## src/rtl/input_conditioner_if.sv

```systemverilog
// input_conditioner_if: raw switch/button inputs and conditioned outputs of the input conditioner
//   master: drives the raw asynchronous inputs, observes the conditioned outputs
//   slave : the conditioner itself
interface input_conditioner_if;
  logic       enable_raw;
  logic       clk_in_raw;
  logic       load_raw;
  logic       up_down_raw;
  logic [7:0] data_raw;
  logic       enable_o;
  logic       up_down_o;
  logic       count_pulse;
  logic       load_pulse;
  logic [7:0] data_o;
  logic       busy;
  modport master (
    output enable_raw, clk_in_raw, load_raw, up_down_raw, data_raw,
    input  enable_o, up_down_o, count_pulse, load_pulse, data_o, busy
  );
  modport slave (
    input  enable_raw, clk_in_raw, load_raw, up_down_raw, data_raw,
    output enable_o, up_down_o, count_pulse, load_pulse, data_o, busy
  );
endinterface

```

## src/rtl/input_conditioner.sv

```systemverilog
// input_conditioner: synchronizes, debounces and edge-detects switch/button inputs for a counter
//   clk   : system clock, rising edge
//   rst_n : asynchronous active-low reset
//   bus   : raw inputs in; enable_o/up_down_o levels, count_pulse/load_pulse strobes,
//           data_o preload captured with load_pulse, busy while any debounce is in progress
module input_conditioner #(
  parameter int DEBOUNCE = 15
) (
  input logic                clk,
  input logic                rst_n,
  input_conditioner_if.slave bus
);
  localparam logic [7:0] LIM = 8'(DEBOUNCE - 1);
  // channel bits: 0 enable, 1 clk_in, 2 load, 3 up_down, 11:4 data
  logic [11:0]     meta_q, sync_q;
  logic [3:0][7:0] cnt_q, cnt_d;
  logic [3:0]      stable_q, stable_d, prev_q, rise;
  logic            count_q, count_d, load_q, load_d, busy_q;
  logic [7:0]      data_q, data_d;
  always_comb begin
    cnt_d    = cnt_q;
    stable_d = stable_q;
    for (int i = 0; i < 4; i++) begin
      cnt_d[i]    = (sync_q[i] == stable_q[i] || cnt_q[i] == LIM) ? 8'd0 : cnt_q[i] + 8'd1;
      stable_d[i] = (sync_q[i] != stable_q[i] && cnt_q[i] == LIM) ? sync_q[i] : stable_q[i];
    end
  end
  // prev_q lags stable_q by one edge, so rise is high for exactly one cycle per accepted edge
  assign rise    = stable_q & ~prev_q;
  assign load_d  = rise[2] & stable_q[0];
  assign count_d = rise[1] & stable_q[0] & ~rise[2];
  assign data_d  = load_d ? sync_q[11:4] : data_q;
  always_ff @(posedge clk or negedge rst_n) begin
    if (!rst_n) begin
      meta_q   <= '0;
      sync_q   <= '0;
      cnt_q    <= '0;
      stable_q <= '0;
      prev_q   <= '0;
      count_q  <= 1'b0;
      load_q   <= 1'b0;
      data_q   <= 8'h00;
      busy_q   <= 1'b0;
    end else begin
      meta_q   <= {bus.data_raw, bus.up_down_raw, bus.load_raw, bus.clk_in_raw, bus.enable_raw};
      sync_q   <= meta_q;
      cnt_q    <= cnt_d;
      stable_q <= stable_d;
      prev_q   <= stable_q;
      count_q  <= count_d;
      load_q   <= load_d;
      data_q   <= data_d;
      busy_q   <= |cnt_q;
    end
  end
  assign bus.enable_o    = stable_q[0];
  assign bus.up_down_o   = stable_q[3];
  assign bus.count_pulse = count_q;
  assign bus.load_pulse  = load_q;
  assign bus.data_o      = data_q;
  assign bus.busy        = busy_q;
endmodule

```

## src/flat_wrapper.sv

```systemverilog
// flat-port wrapper written by rule: the top's interface ports become plain ports
module input_conditioner_flat 
#(
  parameter int DEBOUNCE = 15
)
  (clk, rst_n, bus_enable_raw, bus_clk_in_raw, bus_load_raw, bus_up_down_raw, bus_data_raw, bus_enable_o, bus_up_down_o, bus_count_pulse, bus_load_pulse, bus_data_o, bus_busy);
  input_conditioner_if bus_i ();
  input logic clk;
  input logic rst_n;
  input wire logic [$bits(bus_i.enable_raw)-1:0] bus_enable_raw;
  input wire logic [$bits(bus_i.clk_in_raw)-1:0] bus_clk_in_raw;
  input wire logic [$bits(bus_i.load_raw)-1:0] bus_load_raw;
  input wire logic [$bits(bus_i.up_down_raw)-1:0] bus_up_down_raw;
  input wire logic [$bits(bus_i.data_raw)-1:0] bus_data_raw;
  output wire logic [$bits(bus_i.enable_o)-1:0] bus_enable_o;
  output wire logic [$bits(bus_i.up_down_o)-1:0] bus_up_down_o;
  output wire logic [$bits(bus_i.count_pulse)-1:0] bus_count_pulse;
  output wire logic [$bits(bus_i.load_pulse)-1:0] bus_load_pulse;
  output wire logic [$bits(bus_i.data_o)-1:0] bus_data_o;
  output wire logic [$bits(bus_i.busy)-1:0] bus_busy;
  assign bus_i.enable_raw = bus_enable_raw;
  assign bus_i.clk_in_raw = bus_clk_in_raw;
  assign bus_i.load_raw = bus_load_raw;
  assign bus_i.up_down_raw = bus_up_down_raw;
  assign bus_i.data_raw = bus_data_raw;
  assign bus_enable_o = bus_i.enable_o;
  assign bus_up_down_o = bus_i.up_down_o;
  assign bus_count_pulse = bus_i.count_pulse;
  assign bus_load_pulse = bus_i.load_pulse;
  assign bus_data_o = bus_i.data_o;
  assign bus_busy = bus_i.busy;
  input_conditioner #(.DEBOUNCE(DEBOUNCE)) u_core (.clk(clk), .rst_n(rst_n), .bus(bus_i));
endmodule
```

## config.mk

```make
export PLATFORM = sky130hd
export DESIGN_NAME = input_conditioner_flat
export DESIGN_NICKNAME = d
export VERILOG_FILES = /design/src/rtl/input_conditioner_if.sv /design/src/rtl/input_conditioner.sv /design/src/flat_wrapper.sv
export SDC_FILE = /design/constraint.sdc
export NUM_CORES = 1
export LEC_CHECK = 0
export CAP_MARGIN = 25
export CORE_ASPECT_RATIO = 1.5
export CORE_MARGIN = 3
export CORE_UTILIZATION = 45
export CTS_BUF_LIST = sky130_fd_sc_hd__clkbuf_4 sky130_fd_sc_hd__clkbuf_8
export DETAILED_ROUTE_END_ITERATION = 10
export MAX_ROUTING_LAYER = met4
export PLACE_DENSITY_LB_ADDON = 0.05
export SLEW_MARGIN = 20
export SYNTH_ARGS = -nofsm -noshare
export SYNTH_HDL_FRONTEND = slang
export SYNTH_SLANG_ARGS = --single-unit
export TNS_END_PERCENT = 100
```

## constraint.sdc

```tcl
create_clock -name clk -period 2 [get_ports clk]
set_input_delay 0.6 -clock clk [delete_from_list [all_inputs] [get_ports clk]]
set_output_delay 0.6 -clock clk [all_outputs]
set_load 0.005 [all_outputs]
```

== Yosys cells after proc, flatten, opt, wreduce, memory -nomap -nowiden ==
Cells that the tools add are included.

* Bits in registers: 74
* Input bits: 14
* Output and inout port bits: 13
* Logic and storage cells: 50

* Add/subtract/negate cells: 4
* Equal/unequal tests: 12
* Multiplexer cells: 4
* Bitwise logic cells: 6
* Reductions and logical operators: 9

{| class="wikitable"
|+ Operator list
! operator !! count
|-
| 8-bit by 1-bit adder with 8-bit output (second input constant) || 4
|-
| 8-bit by 4-bit equality test with 1-bit output (second input constant) || 4
|-
| 8-bit two-way mux || 4
|-
| 32-bit OR reduction || 1
|-
| 1-bit equality test || 4
|-
| 1-bit logical AND || 4
|-
| 1-bit logical OR || 4
|-
| 1-bit inequality test || 4
|-
| 1-bit bitwise AND || 3
|-
| 3-bit bitwise AND || 1
|-
| 3-bit inverter || 1
|-
| 1-bit inverter || 1
|}

== Logic depth before layout (Yosys ltp) ==
Gate-level depths: netlist (run 1).

* Depth after elaboration: 4
* Gate-level depth with buffers: 5
* Mapped depth without buffers: 5

== Least setup slack after synthesis (run 1) ==
No wires, ideal clock.

* Path type: register to register
* From: reg u_core.cnt_q[13] in the netlist's numbering
* To: reg u_core.stable_q[1]
* Library setup time: 127 ps
* Arrival time: 1,151 ps
* Data required time: 1,873 ps
* Setup slack: 722 ps
* Stages on the path, launching flop included: 4
* Buffers on the path: 0
* Period minus slack after synthesis: 1,278 ps
* Cells stage by stage: dfrtp_1 > nor4_2 > nand4_1 > mux2_1

* Word-level cells in the longest chain between the ends: 2

{| class="wikitable"
|+ RTL lines
! item !! RTL line !! text
|-
| start: declaration || input_conditioner.sv:16 || <nowiki>logic [3:0][7:0] cnt_q, cnt_d;</nowiki>
|-
| start signal: assignment || input_conditioner.sv:47 || <nowiki>cnt_q <= cnt_d;</nowiki>
|-
| 8-bit by 4-bit equality test with 1-bit output || input_conditioner.sv:25 || <nowiki>stable_d[i] = (sync_q[i] != stable_q[i] && cnt_q[i] == LIM) ? sync_q[i] : stable_q[i];</nowiki>
|-
| 1-bit logical AND || input_conditioner.sv:25 ||
|-
| end signal: assignment || input_conditioner.sv:48 || <nowiki>stable_q <= stable_d;</nowiki>
|-
| end: declaration || input_conditioner.sv:17 || <nowiki>logic [3:0] stable_q, stable_d, prev_q, rise;</nowiki>
|}

No other way between the ends.
A chain may end at the register's enable or synchronous reset.

== Worst setup path after layout (run 1) ==
* From: reg u_core.stable_q[0]
* To: out bus_enable_o

{| class="wikitable"
|+ RTL lines
! item !! RTL line !! text
|-
| end: declaration || flat_wrapper.sv:15 || <nowiki>output wire logic [$bits(bus_i.enable_o)-1:0] bus_enable_o;</nowiki>
|}

No word-level cell between the ends.

==> out/results.txt, run 1 <==
status = complete, no violations
Core ar. = 0.00622 mm²
CTS resizes = 0
uppermost layer routed = met4
Sw Ratio = 20.7%
Worst Tran Pin Value = 402 ps
total gr overflow = 0
Final Critical Period = 1870 ps
H-tree lvl count = 3
WL final = 4830 µm
critical path cell sequence = clkdlybuf4s50_1
post-layout util = 56.6%
# setup viols final = 0
post-synthesis xor/xnor area fraction = 4.79%
critical path type = reg2out
routed wl met3 = 203 µm
Compound-Gate Fraction of Synth Area = 5.48%
Num CTS Buffers = 9
initial antenna violation count = 0
vias in the first global route = 1,802
IO Pins = 27
met2 wire len = 2340 µm
Synthesized Nets = 265
post-synth top area cell = dfrtp_1
fraction of layout cells with a size suffix above 1 = 11.3%
Max Fanout on Critical Path = 5
WL/cell = 13.9 µm
Post-Syn Instances = 239
Finished Cell Area = 0.00352 mm²
clk buf depth = 2
crit start category = register
area share of the largest cell type after synthesis = 62.5%
Worst Path Arrival = 1270 ps
placed cell count = 332
Simple-Gate Fraction of Synth Area = 13.9%
Die Y = 105 µm
Avg Synthesized Cell Area = 12.2 µm²
vias post-DR = 1,810
vias per std cell = 5.20
starting density of the core = 47.0%
fraction of the mapped netlist area in adder cells = 5.14%
P_leak = 1.58 nW
FF-to-FF setup slack = 500 ps
post-DP HPWL = 3290 µm
Top FF cell, synth = dfrtp_1
crit share post-route = 93.6%
Row Count = 35
WP data required = 1400 ps
Ant. Diodes = 0
CTS root buf = clkbuf_8
CP top delay family = buffers and inverters
Final Hold Vio Count = 0
cell with the most instances after synthesis = dfrtp_1
largest family of logic cells by synthesized area = simple AND/OR/NAND/NOR gates
die footprint = 0.00752 mm²
synth warn = 0
Buf+Inv Stages, Crit Path = 1
area grow syn2layout = 20.3%
clock sinks = 73
Final ANT Viol Nets = 0
commonest cells in the netlist = dfrtp_1, nor2_1, inv_1, nand3_1
RSZ-0062 raised after global routing = false
top post-synthesis cells by area = dfrtp_1, ha_1, mux2_2
EDFF count, synth = 0
mux cell area share after synthesis = 4.62%
RR Endpoint = u_core.bus.busy
cell area power density = 913 mW/mm²
f_max = 534 MHz
clk_skew = 8.92 ps
nets = 295
Seq/Total Area, Yosys = 62.5%
overall power consumption = 0.00321 W
max-slew violation count = 0
Initial DRC Count = 53
clock share of power = 46.7%
GPL Wtd Cong = 0.775
total track usage = 15.1%
hold-fix buffers at CTS = 0
Yosys cell types = 23
port bufs = 26
r2r startpoint = u_core.cnt_q[16]
post-synth design cell area = 0.00292 mm²
DRC viols = 0
Layout Cells excl Fill = 348
number of setup buffers added after CTS = 0
Die X = 71.8 µm
first-pass GRT wire length = 8630 µm
Internal = 0.00255 W
M1 WL = 2210 µm
slowest stage cell, crit path = clkdlybuf4s50_1
#FFs+latches synth = 73
clk_lat worst skew = 340 ps
Worst-path clk slew = 80 ps
Reg2Reg Depth = 5
CTS tree = yes
crit path capture type = output pin
Hold Crit Class = in2async
Slew HR = 73.0%
Reg power frac = 48.7%
crit-path max cell delay = 530 ps
switching power = 0.000665 W
async set-reset flop share out of synthesis = 100%
Comb pwr share = 4.6%
largest net degree at the start of global routing = 60
DR pass1 iterations = 4
placed inst area = 0.00325 mm²
Max Cap Violations = 0
VDD IR-drop max = 457 µV
setup TNS = 0 ps
Filler Cell Count = 546
## state kept, by name, indices dropped and copies added (netlist names)
| name | count |
|---|---|
| u_core.bus.count_pulse | 1 |
| u_core.prev_q | 2 |
| u_core.bus.data_o | 8 |
| u_core.stable_q | 4 |
| u_core.meta_q | 12 |
| u_core.sync_q | 12 |
| u_core.bus.load_pulse | 1 |
| u_core.cnt_q | 32 |
| u_core.bus.busy | 1 |
## cell type report
class	count	area, µm²	share of cell area, %
repair buffers	27	275	7.83
inverters	17	63.8	1.81
clock buffers	9	124	3.52
flip-flops and latches	73	1830	51.9
multi-input cells	141	992	28.2
well taps	74	92.6	2.63
clock inverters	7	143	4.06
## power by group through the flow
stage	combinational [W]	sequential [W]	clock [W]
2_1_floorplan	0.0000847	0.00157	0
3_3_place_gp	0.000151	0.00159	0
3_5_place_dp	0.000152	0.00159	0
4_1_cts	0.000154	0.00156	0.00155
5_1_grt	0.000175	0.00157	0.00161
6_report	0.000148	0.00156	0.00150
## routing by layer
| layer | GRT usage, % | vias up |
|---|---|---|
| met2 | 22.0 | 30 |
| li1 | - | 888 |
| met1 | 19.7 | 885 |
| met4 | 5.65 | 0 |
| met5 | - | - |
| met3 | 4.72 | 7 |
## worst max path at each step
| stage | start | endpoint | slack, ps | depth (start not counted) |
|---|---|---|---|---|
| finish | u_core.stable_q[0] | bus_enable_o | 130 | 1 |
| global route | u_core.stable_q[0] | bus_enable_o | 50 | 1 |
| CTS | u_core.stable_q[0] | bus_enable_o | 100 | 1 |
| detailed placement | u_core.stable_q[0] | bus_enable_o | 480 | 1 |
| global placement | u_core.cnt_q[20] | u_core.cnt_q[19] | 480 | 3 |
| floorplan | u_core.cnt_q[13] | u_core.stable_q[1] | 720 | 3 |
## kinds of logic after synthesis
family	after synthesis
muxes	12
DFF	73
adders and majority gates	12
AOI/OAI and AO/OA	28
xor gates and xnor gates	16
and+or+nand+nor	73
buffers and inverters	25
## cell usage in the layout (no fill, tap or decap), types with 2 or more instances in the layout
| master | count |
|---|---|
| a21oi_1 | 12 |
| a41o_1 | 4 |
| bufinv_16 | 4 |
| clkbuf_8 | 9 |
| clkdlybuf4s50_1 | 25 |
| clkinv_4 | 2 |
| dfrtp_1 | 73 |
| ha_1 | 12 |
| inv_1 | 17 |
| mux2_1 | 3 |
| mux2_2 | 9 |
| nand2_1 | 6 |
| nand3_1 | 16 |
| nand4_1 | 9 |
| nor2_1 | 20 |
| nor4_2 | 4 |
| nor4b_1 | 2 |
| o21ai_0 | 12 |
| or3_1 | 12 |
| xnor2_1 | 8 |
| xor2_1 | 8 |
## per-stage QoR
step,setup WS [ps],hold slack (ps)
finish,129,163
global route,53.8,166
CTS,100,153
detailed placement,477,335
global placement,480,332
floorplan,722,304
Note: power is estimated with default switching activity, not from simulation.
==> run 2: changes to the inputs <==
Settings changed: CORE_UTILIZATION 45 to 30.
==> run 2 against run 1 <==
  * Critical endpoint unchanged
  * Non-clock buffer count increased by 1
  * Clock-buffer cell count is 1 higher
  * Largest cell class unchanged
  * Global-route usage down 3.1 points
  * Worst hold slack got worse by 44 ps
  * Clock power shrank 13%
==> out/results.txt, run 2 (same netlist as run 1, synthesis figures left out) <==
die footprint = 0.0110 mm²
largest register by flop count = u_core.cnt_q
Core ar. = 0.00936 mm²
clock sinks = 73
clock share of power = 43.0%
f_max = 525 MHz
Finished Cell Area = 0.00353 mm²
post-DP HPWL = 3730 µm
max reg flops = 32
Row Count = 43
Comb pwr share = 5.0%
CTS resizes = 0
max-slew violation count = 0
WL/cell = 14.2 µm
switching power = 0.000704 W
Slew HR = 71.7%
P_leak = 1.56 nW
Max Fanout on Critical Path = 5
initial antenna violation count = 0
area grow syn2layout = 20.7%
CTS root buf = clkbuf_8
CP top delay family = buffers and inverters
Final Critical Period = 1910 ps
crit-path max cell delay = 530 ps
CTS tree = yes
Worst Path Arrival = 1310 ps
IO Pins = 27
largest net degree at the start of global routing = 51
critical path startpoint = u_core.stable_q[0]
port bufs = 26
Max Cap Violations = 0
critical path cell sequence = clkdlybuf4s50_1
critical path type = reg2out
nets = 296
clk_skew = 8.89 ps
placed inst area = 0.00331 mm²
WP data required = 1400 ps
Die X = 86.6 µm
vias per std cell = 4.66
Hold Crit Class = in2async
# setup viols final = 0
Initial DRC Count = 68
Reg power frac = 52.0%
DR pass1 iterations = 4
FF-to-FF setup slack = 410 ps
r2r startpoint = u_core.cnt_q[8]
Final ANT Viol Nets = 0
Worst-path clk slew = 80 ps
status = complete, no violations
vias in the first global route = 1,895
GPL Wtd Cong = 0.713
clk_lat worst skew = 360 ps
starting density of the core = 31.2%
first-pass GRT wire length = 9600 µm
vias post-DR = 1,803
crit path capture type = output pin
RSZ-0062 raised after global routing = false
setup TNS = 0 ps
Worst Tran Pin Value = 421 ps
clk buf depth = 2
number of setup buffers added after CTS = 0
slowest stage cell, crit path = clkdlybuf4s50_1
Num CTS Buffers = 9
H-tree lvl count = 3
DRC viols = 0
Sw Ratio = 23.4%
Internal = 0.00231 W
total gr overflow = 0
biggest regs = u_core.cnt_q: 32 flops, u_core.meta_q: 12 flops, u_core.sync_q: 12 flops
most frequent cells in the layout = dfrtp_1, clkdlybuf4s50_1, nor2_1
WL final = 5490 µm
fraction of layout cells with a size suffix above 1 = 11.6%
total track usage = 12.0%
cell area power density = 854 mW/mm²
Buf+Inv Stages, Crit Path = 1
Final Hold Vio Count = 0
crit share post-route = 95.3%
Ant. Diodes = 0
hold-fix buffers at CTS = 0
Die Y = 127 µm
VDD IR-drop max = 380 µV
commonest non-fill, non-tap cell in the layout = dfrtp_1
crit start category = register
run 2: worst paths after layout:
path / cells after the start / to
worst max-delay path: 1 / bus_enable_o
worst min-delay path: 1 / u_core.meta_q[4]
worst max register to register: 5 / u_core.bus.busy
worst min register to register: 0 / u_core.sync_q[8]
max in group asynchronous: 2 / u_core.cnt_q[29]
min in group clk: 0 / u_core.sync_q[8]
run 2: per-layer routing:
layer | vias to the layer above | share of wire, % | global-route usage (%)
li1 | 882 | - | -
met1 | 888 | 44 | 14.5
met2 | 25 | 50 | 17.5
met3 | 8 | 3.6 | 4.68
met4 | 0 | 1.9 | 5.50
met5 | - | 0 | -
run 2: stage by stage:
step | std cells | setup WS [ps] | util, % | power, W | hold WS, ps
finish | 387 | 94.0 | 37.7 | 0.00301 | 119
global route | 387 | 31.5 | 37.7 | 0.00319 | 107
detailed placement | 371 | 413 | 35.3 | 0.00175 | 336
global placement | 371 | 379 | 35.3 | 0.00175 | 333
floorplan | 239 | 722 | - | 0.00166 | 304
CTS | 387 | 55.6 | 37.7 | 0.00310 | 100
run 2: worst register-to-register path: stages, from the launching register on:
cell and delay [ps]:
dfrtp_1 440, inv_1 110, ha_1 140, nor4bb_1 340
and4_1 270, nand4_1 140
run 2: area by class of cell:
cell class                 instances  area (µm²)
clock buffer                      10         131
sequential                        73        1830
inverter                          17        63.8
multi-input combinational        141         992
fill                             951        5830
clock inverter                     6        91.3
timing repair buffer              28         283
tap                              112         140
run 2: power groups by stage:
stage               clock network [W]  registers, W  logic (W)
floorplan                           0       0.00157  0.0000847
global placement                    0       0.00160   0.000157
detailed placement                  0       0.00160   0.000156
CTS                           0.00137       0.00157   0.000157
global route                  0.00144       0.00158   0.000174
finish                        0.00130       0.00157   0.000150
==> run 3: changes to the inputs <==
Settings changed: CORE_UTILIZATION 30 to 27.
==> run 3 against run 2 <==
  * Core utilization shrank 3.4 points
  * Cell area grew 0.74%
  * Clock skew grew 2.3 ps
  * Clock power shrank 10%
  * Routed wire length grew 0.55%
  * First-iteration DRC count shrank 22%
  * Die area grew 10%
  * Clock-buffer cell count is the same
  * Via count grew 0.17%
  * Register-to-register slack gained 70 ps
  * Critical endpoint unchanged
  * Largest cell class unchanged
==> out/results.txt, run 3 (same netlist as run 1, synthesis figures left out) <==
f_max = 534 MHz
GPL Wtd Cong = 0.695
WL final = 5520 µm
Die X = 91.0 µm
# setup viols final = 0
met2 wire len = 2650 µm
post-DP HPWL = 3810 µm
max-slew violation count = 0
biggest regs = u_core.cnt_q: 32 flops, u_core.meta_q: 12 flops, u_core.sync_q: 12 flops
critical path cell sequence = clkdlybuf4s50_1
max reg flops = 32
Num CTS Buffers = 9
nets = 296
crit-path max cell delay = 510 ps
routed wl met3 = 191 µm
largest net degree at the start of global routing = 33
most frequent cells in the layout = dfrtp_1, clkdlybuf4s50_1, nor2_1
die footprint = 0.0121 mm²
Worst Path Arrival = 1270 ps
Sw Ratio = 24.3%
largest register by flop count = u_core.cnt_q
status = complete, no violations
Initial DRC Count = 53
starting density of the core = 28.2%
CTS root buf = clkbuf_8
clk_lat worst skew = 350 ps
total track usage = 10.6%
H-tree lvl count = 3
fraction of layout cells with a size suffix above 1 = 12.0%
Final Critical Period = 1870 ps
clock share of power = 40.4%
clock sinks = 73
Hold Crit Class = in2async
commonest non-fill, non-tap cell in the layout = dfrtp_1
slowest stage cell, crit path = clkdlybuf4s50_1
initial antenna violation count = 0
cell area power density = 813 mW/mm²
Worst Tran Pin Value = 457 ps
Buf+Inv Stages, Crit Path = 1
CTS tree = yes
Internal = 0.00219 W
setup TNS = 0 ps
Max Fanout on Critical Path = 5
Max Cap Violations = 0
Worst-path clk slew = 80 ps
hold-fix buffers at CTS = 0
crit path capture type = output pin
vias per std cell = 4.34
IO Pins = 27
overall power consumption = 0.00289 W
Final ANT Viol Nets = 0
port bufs = 26
Final Hold Vio Count = 0
Slew HR = 69.5%
critical path type = reg2out
first-pass GRT wire length = 9680 µm
DRC viols = 0
crit start category = register
RSZ-0062 raised after global routing = false
Ant. Diodes = 0
Die Y = 133 µm
clk buf depth = 2
Reg power frac = 54.2%
Row Count = 45
clk_skew = 11.2 ps
Comb pwr share = 5.3%
uppermost layer routed = met4
crit share post-route = 93.6%
vias post-DR = 1,806
DR pass1 iterations = 6
WP data required = 1400 ps
total gr overflow = 0
WL/cell = 13.3 µm
vias in the first global route = 1,922
P_leak = 1.55 nW
VDD IR-drop max = 339 µV
switching power = 0.000702 W
M1 WL = 2490 µm
Core ar. = 0.0104 mm²
CP top delay family = buffers and inverters
area grow syn2layout = 21.6%
[run 3: changes by cell type in the layout (fill, tap and decap cells not counted)]
cell / delta
buf_12: +1
buf_4: -1
bufinv_16: -1
clkinv_2: +1
clkinv_4: +1
clkinvlp_4: -1
dfrtp_1: -1
dfrtp_2: +1
[run 3: what timing repair did]
action,in CTS,in global routing
gates resized for setup,0,1
setup buffers,0,0
setup endpoints to repair,0,1
hold endpoints to repair,0,0
[run 3: power groups by stage]
stage	logic [W]	registers [W]	clock network, W
5_1_grt	0.000181	0.00158	0.00129
2_1_floorplan	0.0000847	0.00157	0
4_1_cts	0.000161	0.00157	0.00123
3_3_place_gp	0.000161	0.00160	0
6_report	0.000154	0.00157	0.00117
3_5_place_dp	0.000160	0.00160	0
[run 3: layout make-up]
| cell class | count | area, µm² |
|---|---|---|
| Tap cell | 141 | 176 |
| Inverter | 17 | 63.8 |
| Fill cell | 1086 | 6810 |
| Clock buffer | 10 | 131 |
| Multi-Input combinational cell | 141 | 992 |
| Clock inverter | 6 | 67.6 |
| Timing Repair Buffer | 28 | 295 |
| Sequential cell | 73 | 1830 |
[run 3: worst reg2reg max path, stage by stage, from the launching register on]
cell and delay (ps):
dfrtp_1 440, inv_1 100, ha_1 140, nor4bb_1 350, and4_1 250, nand4_1 90
[run 3: final timing paths]
check,from,endpoint,slack [ps],cells past startpoint
setup reg to reg,u_core.cnt_q[8],u_core.bus.busy,480,5
setup / recovery,u_core.stable_q[0],bus_enable_o,130,1
hold / removal,rst_n,u_core.bus.data_o[2],180,1
max in group asynchronous,rst_n,u_core.cnt_q[6],1280,2
min in group clk,u_core.meta_q[7],u_core.sync_q[7],340,0
hold reg to reg,u_core.meta_q[7],u_core.sync_q[7],340,0
[run 3: routing by layer]
layer / track usage, % / vias to the layer above
met5: - / -
met4: 7.55 / 0
met3: 2.15 / 11
met2: 16.4 / 28
met1: 12.3 / 885
li1: - / 882
[run 3: through the flow]
stage	utilization (%)	hold WS, ps	worst slack (ps)	instances	area, µm²
finish	34.3	183	127	416	3550
global route	34.3	195	44.3	416	3550
CTS	34.3	173	30.6	416	3550
detailed placement	32.4	335	431	400	3350
global placement	32.4	334	398	400	3350
floorplan	-	304	722	239	2920
==> edit: new RTL, settings of run 1 <==
Make the reset (`rst_n`) synchronous in one clocked block. Comments in the files are not updated.
--- a/src/rtl/input_conditioner.sv
+++ b/src/rtl/input_conditioner.sv
@@ -30,7 +30,7 @@
   assign load_d  = rise[2] & stable_q[0];
   assign count_d = rise[1] & stable_q[0] & ~rise[2];
   assign data_d  = load_d ? sync_q[11:4] : data_q;
-  always_ff @(posedge clk or negedge rst_n) begin
+  always_ff @(posedge clk) begin
     if (!rst_n) begin
       meta_q   <= '0;
       sync_q   <= '0;
Formal check against the unedited RTL: differs if rst_n is asserted again (counterexample within 10 cycles, from zero or initial values and one cycle with rst_n low); with rst_n held inactive, the same outputs for 10 cycles.
==> edit against run 1 <==
Largest cell class unchanged; fmax fell by 1.7%; wire length down 2.4%; cell area shrank 5.3%; setup slack got worse by 0.032 ns; synthesized area down 5.3%; first-iteration DRC count increased by 36%; total power shrank 13%; critical path type unchanged; sequential cell count is the same; utilization rose by 0.15 points; largest power group unchanged.
==> edit: results (changes against run 1) <==
- Status: complete, no violations (unchanged)
- Footprint of the multi-input gates: 0.00120 mm² (was 992 µm²)
- Worst EP arrival: 1.30 ns (was 1.27 ns)
- Sequential Power: 1.49 mW (was 1.56 mW)
- Total Routing Usage GR: 0.144 (was 0.151)
- CP peak stage delay: 0.55 ns (was 0.53 ns)
- Post-synth top cells: dfxtp_1 (73), nor2_1 (30), and2_1 (26) (was dfrtp_1 (73), nor2_1 (20), inv_1 (17))
- Share of cells above drive strength 1: 0.0714 (was 0.113)
- Number of global-route vias before repair: 1847 (was 1802)
- Clk cell area share: 0.0658 (was 0.0758)
- Routed wl met3: 161 µm (was 203 µm)
- Area after DPL: 0.00311 mm² (was 0.00325 mm²)
- Multiplexer share of the synthesized area: 0.0289 (was 0.0462)
- Buffering overhead: 0.0864 (was 0.0783)
- Worst Max-Slew Pin Slew: 0.664 ns (was 0.402 ns)
- Post-synthesis sequential area ratio: 0.528 (was 0.625)
- Signal buffers: 28 (was 27)
- Static leakage: 1.26 nW (was 1.58 nW)
- R2R Path Start: u_core.cnt_q[5] (was u_core.cnt_q[16])
- VDD IR max: 622 µV (was 457 µV)
- Synth Area in Adders: 0.0542 (was 0.0514)
- Pre-CTS WS: 0.131 ns (was 0.477 ns)
- Non-clk invs: 20 (was 17)
- Synth area leaders: dfxtp_1 (53%), and2_1 (5.9%), ha_1 (5.4%), nor2_1 (4.1%), xor2_1 (3.8%) (was dfrtp_1 (63%), ha_1 (5.1%), mux2_2 (3.5%), nand3_1 (2.7%), nor2_1 (2.6%))
- Synth Area in XOR/XNOR: 0.0506 (was 0.0479)
- Met1 Routed Length: 2120 µm (was 2210 µm)
- Worst Clk Skew: 0.00822 ns (was 0.00892 ns)
==> edit: cell types whose count changed in the layout (fill, tap and decap cells not counted), moves of 5 or more <==
cell / delta
and2_1: +26
dfrtp_1: -73
dfxtp_1: +73
mux2_2: -9
mux2i_1: +8
nand4_1: -5
nor2_1: +10
==> edit: worst max-delay path by stage <==
| stage | startpoint | end | slack (ns) | cells after the start |
|---|---|---|---|---|
| 6_report | u_core.stable_q[0] | bus_enable_o | 0.1 | 1 |
| 5_1_grt | u_core.stable_q[0] | bus_enable_o | 0.02 | 1 |
| 4_1_cts | u_core.stable_q[0] | bus_enable_o | 0.07 | 1 |
| 3_5_place_dp | rst_n | u_core.cnt_q[21] | 0.13 | 4 |
| 3_3_place_gp | rst_n | u_core.cnt_q[22] | 0.16 | 4 |
| 2_1_floorplan | u_core.cnt_q[22] | u_core.cnt_q[18] | 0.53 | 3 |
==> edit: metal layers <==
metal  global-route usage  up-vias
li1                     -     1020
met1                0.149      919
met2                0.251       29
met3               0.0423        7
met4               0.0664        0
met5                    -        -
